--- src/rtl/cpu_branch_pred_queue.sv ---
// Branch prediction queue between fetch and execute: holds predicted branches in
// program order, trains the predictor on resolution and redirects fetch on a wrong next PC.
module cpu_branch_pred_queue #(
    parameter int XLEN        = 32,
    parameter int DEPTH_WIDTH = 2
) (
    input  logic                   clk,
    input  logic                   rst,
    input  logic                   i_push,
    input  logic [XLEN-1:0]        i_push_pc,
    input  logic [XLEN-1:0]        i_push_next_pc,
    input  logic                   i_push_taken,
    output logic                   o_full,
    output logic                   o_empty,
    output logic [DEPTH_WIDTH:0]   o_count,
    input  logic                   i_resolve,
    input  logic                   i_resolve_taken,
    input  logic [XLEN-1:0]        i_resolve_target,
    input  logic                   i_flush,
    output logic                   o_update,
    output logic [XLEN-1:0]        o_update_addr,
    output logic                   o_update_taken,
    output logic                   o_mispredict,
    output logic [XLEN-1:0]        o_redirect_pc
);

    localparam int DEPTH = 2 ** DEPTH_WIDTH;

    logic [XLEN-1:0]        r_pc_mem    [DEPTH];
    logic [XLEN-1:0]        r_npc_mem   [DEPTH];
    logic                   r_taken_mem [DEPTH];

    logic [DEPTH_WIDTH-1:0] r_wr_ptr;
    logic [DEPTH_WIDTH-1:0] r_rd_ptr;
    logic [DEPTH_WIDTH:0]   r_count;

    logic                   r_update;
    logic [XLEN-1:0]        r_update_addr;
    logic                   r_update_taken;
    logic                   r_mispredict;
    logic [XLEN-1:0]        r_redirect_pc;

    logic                   w_full;
    logic                   w_empty;
    logic                   w_push_ok;
    logic                   w_res_ok;
    logic [XLEN-1:0]        w_head_pc;
    logic [XLEN-1:0]        w_head_npc;
    logic                   w_head_taken;
    logic                   w_unused_head_taken;
    logic [XLEN-1:0]        w_actual_next;
    logic                   w_miss;
    logic                   w_miss_eff;
    logic                   w_clear;
    logic                   w_wr_en;
    logic [DEPTH_WIDTH:0]   w_count_next;

    assign w_full  = (r_count == (DEPTH_WIDTH+1)'(DEPTH));
    assign w_empty = (r_count == '0);

    // Push is gated by the registered full flag, never by a same-cycle pop.
    assign w_push_ok = i_push && !w_full;
    assign w_res_ok  = i_resolve && !w_empty;

    assign w_head_pc    = r_pc_mem[r_rd_ptr];
    assign w_head_npc   = r_npc_mem[r_rd_ptr];
    assign w_head_taken = r_taken_mem[r_rd_ptr];
    // Predicted direction is kept for debug visibility; misses are judged on next PC.
    assign w_unused_head_taken = w_head_taken;

    assign w_actual_next = i_resolve_taken ? i_resolve_target : (w_head_pc + XLEN'(4));
    assign w_miss        = (w_actual_next != w_head_npc);

    // A flush owns the redirect, so it suppresses the mispredict but still empties the queue.
    assign w_miss_eff = w_res_ok && w_miss && !i_flush;
    assign w_clear    = i_flush || w_miss_eff;
    assign w_wr_en    = w_push_ok && !w_clear;

    always_comb begin
        w_count_next = r_count;
        if (w_wr_en) begin
            w_count_next = w_count_next + 1'b1;
        end
        if (w_res_ok) begin
            w_count_next = w_count_next - 1'b1;
        end
    end

    always_ff @(posedge clk) begin
        if (w_wr_en) begin
            r_pc_mem[r_wr_ptr]    <= i_push_pc;
            r_npc_mem[r_wr_ptr]   <= i_push_next_pc;
            r_taken_mem[r_wr_ptr] <= i_push_taken;
        end
    end

    always_ff @(posedge clk or posedge rst) begin
        if (rst) begin
            r_wr_ptr <= '0;
            r_rd_ptr <= '0;
            r_count  <= '0;
        end else if (w_clear) begin
            r_rd_ptr <= r_wr_ptr;
            r_count  <= '0;
        end else begin
            if (w_wr_en) begin
                r_wr_ptr <= r_wr_ptr + 1'b1;
            end
            if (w_res_ok) begin
                r_rd_ptr <= r_rd_ptr + 1'b1;
            end
            r_count <= w_count_next;
        end
    end

    always_ff @(posedge clk or posedge rst) begin
        if (rst) begin
            r_update       <= 1'b0;
            r_update_addr  <= '0;
            r_update_taken <= 1'b0;
            r_mispredict   <= 1'b0;
            r_redirect_pc  <= '0;
        end else begin
            r_update     <= w_res_ok;
            r_mispredict <= w_miss_eff;
            if (w_res_ok) begin
                r_update_addr  <= w_head_pc;
                r_update_taken <= i_resolve_taken;
            end
            if (w_miss_eff) begin
                r_redirect_pc <= w_actual_next;
            end
        end
    end

    assign o_full         = w_full;
    assign o_empty        = w_empty;
    assign o_count        = r_count;
    assign o_update       = r_update;
    assign o_update_addr  = r_update_addr;
    assign o_update_taken = r_update_taken;
    assign o_mispredict   = r_mispredict;
    assign o_redirect_pc  = r_redirect_pc;

endmodule

--- config.mk ---
export PLATFORM = sky130hd
export DESIGN_NAME = cpu_branch_pred_queue
export DESIGN_NICKNAME = d
export VERILOG_FILES = /design/src/rtl/cpu_branch_pred_queue.sv
export SDC_FILE = /design/constraint.sdc
export NUM_CORES = 1
export LEC_CHECK = 0
export BUFFER_PORTS_ARGS = -buffer_cell sky130_fd_sc_hd__buf_4
export CAP_MARGIN = 20
export CORE_MARGIN = 5
export CORE_UTILIZATION = 58
export CTS_CLUSTER_SIZE = 12
export DETAILED_ROUTE_END_ITERATION = 7
export MAX_ROUTING_LAYER = met4
export PLACE_DENSITY = 0.79
export REMOVE_ABC_BUFFERS = 1
export SYNTH_ARGS = -nofsm -noshare
export SYNTH_HDL_FRONTEND = slang
export SYNTH_SLANG_ARGS = --single-unit
--- constraint.sdc ---
create_clock -name clk -period 18 [get_ports clk]
set_input_delay 3.6 -clock clk [delete_from_list [all_inputs] [get_ports clk]]
set_output_delay 3.6 -clock clk [all_outputs]
set_load 0.05 [all_outputs]
======== Word level (Yosys, flattened, before mapping) ========
Memory sizes are Yosys's and may differ from the RTL's.
Cells that the tools add are included.
word-level totals
  bits in registers ....................... 74
  memory bits (writable) .................. 256
  input bits .............................. 103
  word-level logic and storage cells ...... 39
  memories kept ........................... 2
memories
  name       words  bits a word  rd ports  clocked after Yosys merged registers in  write ports  line  text
  r_npc_mem  4      32           1         0                                        1            30    logic [XLEN-1:0] r_npc_mem [DEPTH];
  r_pc_mem   4      32           1         0                                        1            29    logic [XLEN-1:0] r_pc_mem [DEPTH];
operators by class
  add/sub/neg operators ................... 5
  equal/unequal tests ..................... 2
  mux-type cells .......................... 8
  bitwise gates (word level) .............. 1
  reductions and logical operators ........ 13
operator list
  cell                                                                 number
  32-bit by 3-bit adder with 32-bit output (second input constant)     1
  32-bit 2-to-1 mux                                                    1
  32-bit inequality test                                               1
  3-bit 2-to-1 mux                                                     3
  1-bit logical AND                                                    5
  2-bit by 1-bit adder with 2-bit output (second input constant)       2
  1-bit logical NOT                                                    4
  2-bit 2-to-1 mux                                                     2
  3-bit by 1-bit adder with 3-bit output (second input constant)       1
  3-bit == test (second input constant)                                1
  3-bit logical NOT                                                    1
  3-bit by 1-bit subtractor with 3-bit output (second input constant)  1
  1-bit 2-to-1 mux                                                     2
  2-bit AND reduction                                                  1
  2-bit nonzero test                                                   1
  1-bit logical OR                                                     1
  1-bit inverter                                                       1

======== Logic depth before layout (Yosys ltp) ========
Gate-level depths: netlist (run 1).
An unclocked memory read counts as a cell.
  depth after elaboration ................. 13
  gate-level depth with buffers ........... 21
  gate-level depth less buffers ........... 16

======== Worst setup path after synthesis (run 1) ========
OpenSTA, ideal clock, no wires.
  kind .................................... input-to-reg
  from .................................... input port i_resolve_taken
  to ...................................... memory r_npc_mem[0][0] (enable)
  library setup time ...................... 487 ps
  arrival time ............................ 8,362 ps
  required time ........................... 17,513 ps
  slack ................................... 9,152 ps
  cell stages on the path ................. 10
  cells stage by stage .................... clkbuf_1 > clkbuf_1 > clkbuf_1 > clkbuf_1 > buf_1 > o2111ai_1 > and4bb_1 > buf_6 > o21ai_2 > nor2_1
between the ends
  word-level cells in the longest chain between the ends .. 9
ends and longest elaborated chain
  element                          line  text
  start, declared                  17    input logic i_resolve_taken,
  32-bit 2-to-1 mux                71    assign w_actual_next = i_resolve_taken ? i_resolve_target : (w_head_pc + XLEN'(4));
  32-bit inequality test           72    assign w_miss = (w_actual_next != w_head_npc);
  1-bit logical AND (2 in series)  75    assign w_miss_eff = w_res_ok && w_miss && !i_flush;
  1-bit logical OR                 76    assign w_clear = i_flush || w_miss_eff;
  1-bit logical NOT                77    assign w_wr_en = w_push_ok && !w_clear;
  1-bit logical AND                77
  1-bit 2-to-1 mux                 90    if (w_wr_en) begin
  1-bit 2-to-1 mux                 --
  end, declared                    30
Every way passes these cells.

======== Worst setup path in the final report (run 1) ========
  from .................................... input port i_resolve_taken
  to ...................................... memory r_npc_mem[0][20] (enable)
Same word-level chain as after synthesis.

==> results of run 1 <==
==> routing by layer <==
metal  up-vias  routed length [µm]  track usage
met2       483               17410       0.3989
met5         -                   0            -
met4         0                1163      0.08542
li1       4138                   -            -
met1      4654               14930       0.3634
met3        82                3071      0.04646
==> synth_stat cells (all sizes together) (5+ instances only) <==
cell type | instances | area share
dfrtp | 74 | 0.12
nor3 | 16 | 0.0061
nor2 | 42 | 0.011
xor2 | 34 | 0.020
clkbuf | 17 | 0.0043
edfxtp | 256 | 0.52
a21oi | 15 | 0.0050
nand3 | 27 | 0.0094
mux2 | 30 | 0.028
mux2i | 26 | 0.017
ha | 8 | 0.0067
mux4 | 64 | 0.097
inv | 29 | 0.0073
xnor2 | 49 | 0.029
nor4 | 9 | 0.0052
and2 | 7 | 0.0029
nand2 | 137 | 0.034
nand4 | 17 | 0.0081
a31oi | 5 | 0.0021
o2111ai | 7 | 0.0041
buf | 32 | 0.016
o21ai | 41 | 0.014
nor3b | 5 | 0.0025
==> power by group through the flow <==
| stage | sequential (mW) | clock [mW] | combinational, mW |
|---|---|---|---|
| 4_1_cts | 1.07 | 0.698 | 1.24 |
| 6_report | 1.06 | 0.688 | 1.24 |
| 5_1_grt | 1.08 | 0.736 | 1.31 |
| 2_1_floorplan | 1.33 | 0 | 0.602 |
| 3_5_place_dp | 1.08 | 0 | 1.23 |
| 3_3_place_gp | 1.07 | 0 | 1.21 |
==> flip-flops by register name (all words and copies together), names as in the netlist <==
register	count
r_rd_ptr	2
r_pc_mem	128
o_mispredict	1
o_update_taken	1
r_npc_mem	128
r_wr_ptr	2
o_update	1
o_update_addr	32
o_count	3
o_redirect_pc	32
==> worst paths after layout <==
path,from,slack (ps),endpoint,cells after the start
max reg2reg,r_rd_ptr[0]$_DFFE_PP0P_,10770,r_npc_mem[0][20]$_DFFE_PP_,13
min in group asynchronous,rst,3160,o_redirect_pc[29]$_DFFE_PP0P_,2
min reg2reg,o_update_addr[15]$_DFFE_PP0P_,480,o_update_addr[15]$_DFFE_PP0P_,2
max,i_resolve_taken,10020,r_npc_mem[0][20]$_DFFE_PP_,10
min,o_update_addr[15]$_DFFE_PP0P_,480,o_update_addr[15]$_DFFE_PP0P_,2
max in group asynchronous,rst,13750,r_rd_ptr[0]$_DFFE_PP0P_,3
==> worst reg2reg max path: cells and delay by family, from the launching register on <==
kind,cells,cell delay [ps]
muxes,2,840
AOI/OAI and AO/OA,3,960
DFF,1,980
buffers and inverters,3,1550
and+or+nand+nor,5,2490
==> cell type report <==
| class | instances | area (µm²) | area share |
|---|---|---|---|
| Clock inverter | 7 | 80.08 | 0.004560 |
| Multi-Input combinational cell | 598 | 5001 | 0.2848 |
| Sequential cell | 330 | 9544 | 0.5435 |
| Timing Repair Buffer | 186 | 1396 | 0.07951 |
| Inverter | 29 | 110.1 | 0.006270 |
| Clock buffer | 56 | 1017 | 0.05792 |
| Tap cell | 330 | 412.9 | 0.02351 |
==> cell families after synthesis <==
kind of cell | Yosys count | synth area share
flops | 330 | 0.6395
simple gates | 287 | 0.09328
mux | 120 | 0.1420
compound gates | 100 | 0.04236
xor+xnor | 83 | 0.04874
buf+inv | 78 | 0.02735
fa+ha+maj | 8 | 0.006711
==> placed cells by master (no fill, tap or decap), drive strengths merged, types with 17 or more instances in the layout <==
| cell | n |
|---|---|
| mux2 | 30 |
| nand2 | 137 |
| dfrtp | 74 |
| nand4 | 17 |
| clkbuf | 56 |
| buf | 186 |
| edfxtp | 256 |
| xor2 | 34 |
| xnor2 | 49 |
| inv | 28 |
| nor2 | 42 |
| mux4 | 64 |
| o21ai | 41 |
| mux2i | 26 |
| nand3 | 27 |
==> through the flow <==
step | area [µm²] | utilization | instances | total power, mW
2_1_floorplan | 14620 | - | 957 | 1.932
3_3_place_gp | 16460 | 0.6520 | 1473 | 2.285
3_5_place_dp | 16460 | 0.6520 | 1473 | 2.308
4_1_cts | 17560 | 0.6954 | 1536 | 3.002
5_1_grt | 17560 | 0.6954 | 1536 | 3.130
6_report | 17560 | 0.6954 | 1536 | 2.993
==> summary by stage, run 1 <==
Outcome
The run finished with clean final reports.

Worst setup path
The largest driver fanout on the critical path is 67. The type of the setup path with the least slack is in2reg. The critical path goes through buf_4 -> buf_4 -> o31ai_1 -> xor2_1 -> o2111ai_1 -> a2111oi_0 -> and4bb_1 -> o21ai_2 -> nor2_4 -> buf_4.

The type of destination of the critical path is a register. The critical path's largest stage delay is ~850 ps. The count of buffer and inverter cells on the critical path is 3.

The critical path's top delay family is simple AND/OR/NAND/NOR gates. For the worst setup path, the data arrival time is 8120 ps. By instance count, the cell type seen most on the critical path is buf_4.

STA classifies the critical path startpoint as an input pin. At the worst endpoint, the required time is ~18000 ps. The standard cell with the maximum stage delay on the critical path is nor2_4.

Timing
The final total negative setup slack is 0 ps. The number of hold violations in the final report is 0. The clock period could shrink to 7982 ps. The final number of max-transition violations is 0. Setup repair after global routing left no endpoint under its margin. For the pin with the worst max-slew slack, the measured transition is 1024 ps.

The highest clock frequency the design can meet is 0.1253 GHz. The final worst clock skew is 9.414 ps. The final setup violation count is 0. The worst pin sits at a relative slew slack of 0.3159. The final hold slack is 476.8 ps. In the finished design, the share of the clock period the worst path needs comes to 0.4434. The worst path meets setup with 10020 ps of slack.

Placed design
Prior to clock tree synthesis, the placed netlist has a worst setup slack of roughly 9500 ps. The HPWL after detailed placement is around 25000 µm. The global placer's final weighted congestion is 0.9267. The number of buffers added on ports is between 150 and 200.

Floorplan
The horizontal die dimension is approximately 170 µm. The number of top-level design ports is about 180. The floorplan step defined a die boundary enclosing 0.02902 mm². The initial utilization of the core area, before any placement, comes to 0.5906. In this run the standard cell core region covers approximately 0.025 mm². The die is between 150 and 200 µm tall. After floorplanning, the core was divided into 58 placement rows.

Power
Of the total power, combinational logic draws 0.415. The internal portion of the total power is around 1.8 mW. The power spent charging and discharging nets is 1.163 mW. The clock network fraction of design power is 0.230. The leakage dissipation is 6.530 nW. The power density over the cells is between 150 and 200 mW/mm². The fraction of power spent switching nets is 0.3885.

The share of total power dissipated in sequential elements is 0.355. The maximum VDD drop is 0.1207 mV.

Synth
The average instance in the mapped netlist occupies 14.83 µm². The most instantiated flip-flop cell in the synthesis netlist is edfxtp_1. The share of async-settable or async-resettable flops after synthesis is 0.2242. The count of distinct cell types in the synthesized netlist is between 60 and 70. For this run, the register share of the synthesized area comes to 0.6395. After technology mapping, the gate count stands at between 1000 and 1500. The number of warning messages in the yosys log is 0. The post-synth design cell area is 0.01492 mm².

The number of flops mapped to enable cells by yosys is roughly 260. The post-synthesis register bit count is between 300 and 400.

Layout
In the final layout, the share of cells above drive strength 1 is 0.2753. In the final design database the tool counted around 1300 nets. The area growth from synthesis to layout is 17.74%. The number of diodes added for antenna fixing is 0. Counting the fill cells in the layout gives 1668.

Global routing
The first-pass GRT wire length is 55660 µm. The number of antenna violations at the first check in global routing is 0. The remaining global-route overflow is 0. The global router's overall resource usage is 0.2612. The largest net degree at the start of global routing is 68.

The number of global-route vias before repair is 9458.

Clock tree
The number of buffers created by CTS is 35. The longest clock path from root to sink contains 3 buffers. The tree is rooted in a clkbuf_16. The later-pin clock latency in the skew report is 500 ps. The H-tree was split into 2 levels. The number of post-CTS setup repair buffers is 0. Once the clock tree was built, the resizer swapped 0 gates to a different size. The TritonCTS clock tree is yes. After clock tree synthesis, the clock-pin slew on the worst setup and hold paths is around 50 ps. For this design, the CTS-stage hold fixing added 0 buffers. The total number of clock tree sinks is between 300 and 400.

Detailed routing
In the final routed layout, each cell accounts on average for ~24 µm. The post-detailed-routing wire length is between 30000 and 40000 µm. For this run, design rule violations remaining after detail routing come to 0. After the first detailed-routing iteration, the DRC count stood at 918. The via density per instance is slightly above 6.

The total vias in the final route is 9357. For this run, the detailed router's first-pass iteration total came to 5. In this run the remaining antenna-violating nets after routing total 0.

Hold path
The worst min-delay path category is reg2reg.

Job
Max-cap violations in this run came to 0.
No activity file was read; power rests on OpenSTA's default activity.
==> inputs of run 2 (changes only) <==
Settings changed: ABC_AREA from default to 1.
Clock period 18 ns to 8.3 ns, I/O delays scaled along.
==> summary by stage, run 2 <==
Outcome
The run finished with clean final reports.

Worst setup path
The critical path's largest stage delay is 820 ps (-30 ps). STA classifies the critical path startpoint as a register. The required time at the worst-slack endpoint is 8420 ps (-9720 ps).

The largest individual stage delay along the critical path comes from the cell dfrtp_4. The register-to-register setup slack was 2080 ps (-8690 ps). The most common cell type on the critical path is nand2_1. The worst register-to-register path ends at r_pc_mem[1][22]$_DFFE_PP_. The most critical setup path has its startpoint at r_rd_ptr[0]$_DFFE_PP0P_. The reg-to-reg startpoint is r_rd_ptr[0]$_DFFE_PP0P_. The largest driver fanout on the critical path is 90 (+34%). The path depth of the worst reg2reg path came to 22 (+9). The signal on the critical path passes through inv_4 -> nand2_1 -> nand3_1 -> nand2_1 -> ha_1 -> inv_1 -> nor2_2 -> nand3_2 -> nor2_4 -> nand2_1 -> nand3_1 -> nand2_1 -> nand2_1 -> nand2_1 -> nor2_1 -> nand3_1 -> nor2_1 -> nand3_2 -> nand2_4 -> nand3_4 -> nor2_4 -> buf_4. The worst setup path is captured at a register.

The endpoint of the most critical setup path is r_pc_mem[1][22]$_DFFE_PP_. By startpoint and endpoint, the worst setup path is classified as reg2reg. The endpoint arrival time on the critical path came to 6350 ps (-1770 ps).

Clock tree
The number of post-CTS setup repair buffers came to 0 (unchanged). The later-pin clock latency in the skew report is 520 ps (+20 ps). The maximum count of clock buffers along a single path is 3 (unchanged). The count of cells resized by post-cts repair is 0 (unchanged).

The clock-pin slew reported for the worst setup and hold paths after clock tree synthesis is 60 ps (about the same). The total number of clock tree sinks is 330 (unchanged). The post-cts hold buffer count is 0 (unchanged). TritonCTS built the clock tree. The buffer type at the clock tree root is clkbuf_16.

The number of buffers created by CTS came to 36 (+2.9%). The maximum level of the CTS H-tree is 2 (unchanged).

Timing
The final setup violation count is 0 (unchanged). The final worst clock skew is 25.54 ps (+16.13 ps). The slew at the pin closest to its max-slew limit was 1037 ps (+12.93 ps).

The final worst-path cycle share is 0.7499. The number of hold violations in the final report came to 0 (unchanged). Static timing analysis puts the maximum clock frequency at 0.1607 GHz.

The remaining max-slew budget at the tightest pin came to 0.3089 (-0.006999). The final total negative setup slack is 0 ps (unchanged). The shortest clock period the worst path allows after layout is 6224 ps. The final number of max-transition violations is 0 (unchanged). Setup repair after global routing left no endpoint under its margin.

Detailed routing
In this run the top signal layer used is met4. The number of iterations in the first detailed-routing pass is 5 (unchanged). The wire length on met2 was 18590 µm (+6.7%). The routed wire length on met3 is 3093 µm (+0.72%).

The starting DRC count in detailed routing is 1190 (+30%). The DRC violation count after routing is 0 (unchanged). The remaining antenna violation count after routing is 0 (unchanged). The routed length per instance was 18.36 µm (-23%). The via density per instance was 5.625 (-7.7%). The post-detailed-routing wire length is 38170 µm (+4.4%).

The total vias in the final route is 11690 (+25%). The detailed-route wire length on metal 1 is 15340 µm (+2.8%).

Layout
The largest registers in the layout are r_npc_mem x128, r_pc_mem x128. The number of nets in the layout is 1826 (+41%). The number of standard cells in the final layout excluding fillers came to 2079 (+35%). The share of cells above drive strength 1 is 0.1687 (-0.1066). The most common library cell in the layout ignoring fill and taps is nand2_1.

Compared with the post-synthesis result, the final layout area differs by 17.44%. The post-route cell area is 0.01770 mm² (+0.81%). The library cells used most frequently in the layout, excluding fill and tap cells, are nand2_1, edfxtp_1, buf_4.

Global routing
The global router's overall resource usage is 0.2658 (+0.004550). The number of global-route vias before repair is 11250 (+19%). The largest net degree at the start of global routing is 91 (+34%). The remaining global-route overflow is 0 (unchanged). The number of antenna violations at the first check in global routing is 1 (+1). The first-pass GRT wire length is 58870 µm (+5.8%).

Synth
The most instantiated flip-flop cell in the synthesis netlist is edfxtp_1. The commonest cells after synthesis are nand2_1, edfxtp_1, nand3_1. The number of warning messages in the yosys log is 0 (unchanged). The number of flops mapped to enable cells by yosys came to 256 (unchanged).

The post-synthesis register bit count is 330 (unchanged). The fraction of synthesized cell area taken by the top area cell type is 0.5100 (-0.005433). The cell count after synthesis is 1557 (+55%).

Sorting the synthesized cells by area gives the leading types as edfxtp_1, nand2_1, dfrtp_1. nand2_1 is the most common cell in the netlist. The post-synth design cell area came to 0.01507 mm² (+1.1%). The mean area per synthesized cell is 9.682 µm² (-35%).

Summed over all instances, the cell type with the most area after synthesis is edfxtp_1. The portion of the post-synthesis area used by sequential elements is 0.6328 (-0.006742). The count of distinct cell types in the synthesized netlist is 39 (-43%). The share of async-settable or async-resettable flops after synthesis is 0.2242 (unchanged).

Placed design
The HPWL after detailed placement is 24580 µm (+0.21%). The number of cells after detailed placement is 2011 (+37%). The number of buffers added on ports is 173 (unchanged).

The global placer's final weighted congestion is 0.9160 (-1.2%). The cell area reported after detailed placement is 0.01656 mm² (+0.57%).

Floorplan
The horizontal die dimension is 171.2 µm (+0.50%). The starting density of the core came to 0.5834 (-0.007178). The number of top-level design ports is 175 (unchanged). The die extent in y is 171.2 µm (+0.50%). The overall die area is 0.02931 mm² (+1.0%).

The number of cell rows is 59 (+1.7%). The area of the core was 0.02584 mm² (+2.3%).

Power
The leakage dissipation is 7.552 nW (+16%). The power density over the cells is 391.3 mW/mm² (+130%). The maximum VDD drop is 0.2759 mV (+130%).

Hold path
The worst min-delay path category is reg2reg.

Job
The max capacitance violation total is 0 (unchanged).
## run 2: how the worst min path moves through the flow
stage,start,endpoint,cells after the start
floorplan,r_wr_ptr[1]$_DFFE_PP0P_,r_wr_ptr[1]$_DFFE_PP0P_,2
global placement,o_redirect_pc[24]$_DFFE_PP0P_,o_redirect_pc[24]$_DFFE_PP0P_,2
detailed placement,o_redirect_pc[24]$_DFFE_PP0P_,o_redirect_pc[24]$_DFFE_PP0P_,2
CTS,o_redirect_pc[24]$_DFFE_PP0P_,o_redirect_pc[24]$_DFFE_PP0P_,2
global route,o_redirect_pc[24]$_DFFE_PP0P_,o_redirect_pc[24]$_DFFE_PP0P_,2
finish,o_redirect_pc[24]$_DFFE_PP0P_,o_redirect_pc[24]$_DFFE_PP0P_,2
## run 2: critical path, delay by kind of cell (launching register included)
| family | cells | cell delay (ps) |
|---|---|---|
| adder cells (fa/ha/maj) | 1 | 190 |
| buffers and inverters | 3 | 1180 |
| flip-flops | 1 | 820 |
| AND/OR/NAND/NOR | 18 | 3340 |
## run 2: cell families after synthesis
logic type,after synthesis,share of synthesized area
and+or+nand+nor,928,0.2551
xor gates and xnor gates,12,0.006972
adders and majority gates,8,0.006640
AOI/OAI and AO/OA,144,0.05586
buffers and inverters,135,0.04266
DFF,330,0.6328
## run 2: cell type report
| type | count | area, µm² |
|---|---|---|
| Sequential cell | 330 | 9544 |
| Tap cell | 335 | 419.2 |
| Timing Repair Buffer | 188 | 1431 |
| Fill cell | 1917 | 8134 |
| Inverter | 67 | 257.7 |
| Antenna cell | 1 | 2.502 |
| Clock inverter | 9 | 53.80 |
| Clock buffer | 57 | 1061 |
| Multi-Input combinational cell | 1092 | 4933 |
## run 2: stage by stage
step / hold slack, ps / util / power, mW / setup WS [ps]
after floorplan: 568.8 / - / 4.469 / -475.9
after global placement: 454.9 / 0.6409 / 5.340 / 2372
after detailed placement: 460.5 / 0.6409 / 5.433 / 2243
after CTS: 474.7 / 0.6840 / 6.936 / 2195
after global routing: 494.5 / 0.6852 / 7.343 / 1708
final: 475.4 / 0.6852 / 6.928 / 2076
## run 2: power by group
group	internal [mW]	switching (mW)	total, mW
clock network	0.880	0.615	1.49
logic	0.868	2.27	3.14
registers	2.12	0.180	2.30
## run 2: routing by layer
layer / global-route usage / up-vias
li1: - / 5550
met1: 0.3499 / 5548
met2: 0.4355 / 518
met3: 0.04022 / 78
met4: 0.07751 / 0
met5: - / -
==> inputs of run 3 (changes only) <==
Settings changed: ABC_AREA 1 to 0, CORE_UTILIZATION 58 to 53, PLACE_DENSITY 0.79 to 0.76.
Clock period 8.3 ns to 5.21 ns, I/O delays scaled along.
==> summary by stage, run 3 (synthesis results as in run 1) <==
Outcome
The flow ran to the end, and the final reports show no timing, DRC or antenna violations.

Clock tree
The post-cts hold buffer count is 0 (unchanged). The count of cells resized by post-cts repair is 0 (unchanged). The clock-pin slew reported for the worst setup and hold paths after clock tree synthesis is 60 ps (about the same). The later-pin clock latency in the skew report was 510 ps (about the same). The TritonCTS clock tree is yes. The maximum count of clock buffers along a single path is 3 (unchanged).

The total number of clock tree sinks came to 330 (unchanged). The number of post-CTS setup repair buffers is 0 (unchanged). The number of buffers created by CTS came to 36 (unchanged).

The maximum level of the CTS H-tree was 2 (unchanged). The root buffer cell chosen for the clock tree is clkbuf_16.

Placed design
The pre-CTS setup slack is 520.2 ps (-1723 ps). The cell area reported after detailed placement was 0.01694 mm² (+2.3%). The number of buffers added on ports is 173 (unchanged). The HPWL after detailed placement was 26040 µm (+6.0%). The global placer's final weighted congestion is 0.9329 (+1.8%).

Detailed routing
The via density per instance is 5.711 (+1.5%). The post-detailed-routing wire length was 37100 µm (-2.8%). The routed length per instance was 22.97 µm (+25%). The number of iterations in the first detailed-routing pass is 5 (unchanged). The DRC violation count after routing was 0 (unchanged). The remaining antenna violation count after routing is 0 (unchanged).

The total vias in the final route is 9224 (-21%). The starting DRC count in detailed routing was 645 (-46%).

Timing
The slack of the critical path came to 388.5 ps (-1688 ps). The number of hold violations in the final report is 0 (unchanged). The shortest clock period the worst path allows after layout is 4822 ps (-1402 ps). The final number of max-transition violations is 0 (unchanged). Setup repair after global routing left no endpoint under its margin.

The remaining max-slew budget at the tightest pin is 0.3971 (+0.08817). The slew at the pin closest to its max-slew limit is 901.2 ps (-135.4 ps). The highest clock frequency the design can meet is 0.2074 GHz (+29%).

The final worst clock skew was 13.00 ps (-12.54 ps). The final worst-path cycle share is 0.9254 (+0.1756). The final setup violation count was 0 (unchanged).

Global routing
The remaining global-route overflow is 0 (unchanged). The number of antenna violations at the first check in global routing is 1 (unchanged). The number of global-route vias before repair is 9473 (-16%). The largest net degree at the start of global routing came to 49 (-46%). The global router's overall resource usage is 0.2449 (-0.02086).

The first-pass GRT wire length is 56170 µm (-4.6%).

Hold path
The number of cells on the worst hold path is 2 (unchanged). The startpoint identified for the worst hold timing path is o_update_addr[1]$_DFFE_PP0P_. The worst min-delay path category is reg2reg.

Floorplan
The starting density of the core is 0.5369 (-0.04655). The area of the core is 0.02778 mm² (+7.5%). The overall die area is 0.03160 mm² (+7.8%). The die extent in y came to 177.8 µm (+3.8%). The number of top-level design ports was 175 (unchanged). The horizontal die dimension is 177.8 µm (+3.8%).

The number of cell rows is 61 (+3.4%).

Worst setup path
The largest driver fanout on the critical path is 16 (-82%). The required time at the worst-slack endpoint is 5570 ps (-2850 ps). The critical path launch point is r_rd_ptr[0]$_DFFE_PP0P_. The path depth of the worst reg2reg path came to 15 (-32%). The endpoint arrival time on the critical path was 5180 ps (-1170 ps). The startpoint class of the critical path is a register. The type of the setup path with the least slack is reg2reg. The register-to-register setup slack was 390 ps (-1690 ps).

The worst register-to-register path begins at r_rd_ptr[0]$_DFFE_PP0P_. In this run the critical register-to-register path is captured at o_count[2]$_DFF_PP0_. The type of destination of the critical path is a register. Following the worst setup path forward leads to its endpoint at o_count[2]$_DFF_PP0_.

Layout
The post-route cell area is 0.01805 mm² (+2.0%). The area occupied by multi-input gates is 0.005001 mm² (+1.4%). The number of nets in the layout is 1324 (-27%). In the layout the commonest cells are edfxtp_1, buf_4, nand2_1. The filler cell count came to 2060 (+7.5%). The most common library cell in the layout ignoring fill and taps is edfxtp_1. In the final layout, the registers with the most flip-flops are r_npc_mem x128, r_pc_mem x128. The area growth from synthesis to final layout is 21.01%. The sequential cell area is 0.009544 mm² (unchanged). The share of cells above drive strength 1 is 0.2977 (+0.1291).

Power
The power density over the cells is 581.7 mW/mm² (+49%). The maximum VDD drop was 0.3929 mV (+42%). The post-layout total power is 10.50 mW (+52%). The leakage dissipation came to 6.744 nW (-11%).

Job
The max capacitance violation total was 0 (unchanged).
run 3: layer usage:
layer  vias up  part of all wire  GRT usage
met3        64             0.080    0.05837
met1      4585              0.42     0.3302
met4         0             0.022    0.05607
met5         -                 0          -
li1       4209                 -          -
met2       366              0.48     0.3854
run 3: power by group:
group	total (mW)	switching [mW]	leakage [nW]	internal, mW
registers	3.57	0.258	3.23	3.31
logic	4.54	2.81	2.98	1.72
clock network	2.39	0.954	0.537	1.44
total	10.5	4.03	6.74	6.47
run 3: worst min-delay path by stage:
stage                                    end  slack, ps
6_report        o_update_addr[1]$_DFFE_PP0P_        480
5_1_grt        o_update_addr[19]$_DFFE_PP0P_        500
3_3_place_gp    o_update_addr[8]$_DFFE_PP0P_        460
4_1_cts        o_update_addr[26]$_DFFE_PP0P_        480
3_5_place_dp   o_update_addr[28]$_DFFE_PP0P_        470
2_1_floorplan        r_wr_ptr[1]$_DFFE_PP0P_        540
run 3: worst max-delay path: stages (launching register included):
cell      delay [ps]
dfrtp_4          620
buf_12           220
mux4_2           510
nand4_1          320
nor3_1           500
nand4_1          310
nor2_1           260
mux2i_1          110
a41oi_1          390
and4bb_1         330
o21ai_2          310
mux2i_1          140
ha_1             220
and4b_1          180
o21ai_0          140
o31ai_1           90
run 3: layout make-up:
type                            instances  share of cell area
Multi-Input combinational cell        598              0.2771
Timing Repair Buffer                  218              0.1004
Clock buffer                           50             0.05567
Sequential cell                       330              0.5288
Clock inverter                         11            0.005615
Tap cell                              378             0.02620
Antenna cell                            1           0.0001386
Inverter                               29            0.006101
run 3: metrics by stage:
stage                     hold slack (ps)   TNS, ps  utilization  std cells
after global placement              463.7         0       0.6098       1553
final                               478.9         0       0.6497       1615
after detailed placement            466.3         0       0.6098       1553
after global routing                495.3         0       0.6497       1615
after floorplan                     538.5  -1050960            -        957
after CTS                           481.5         0       0.6496       1614
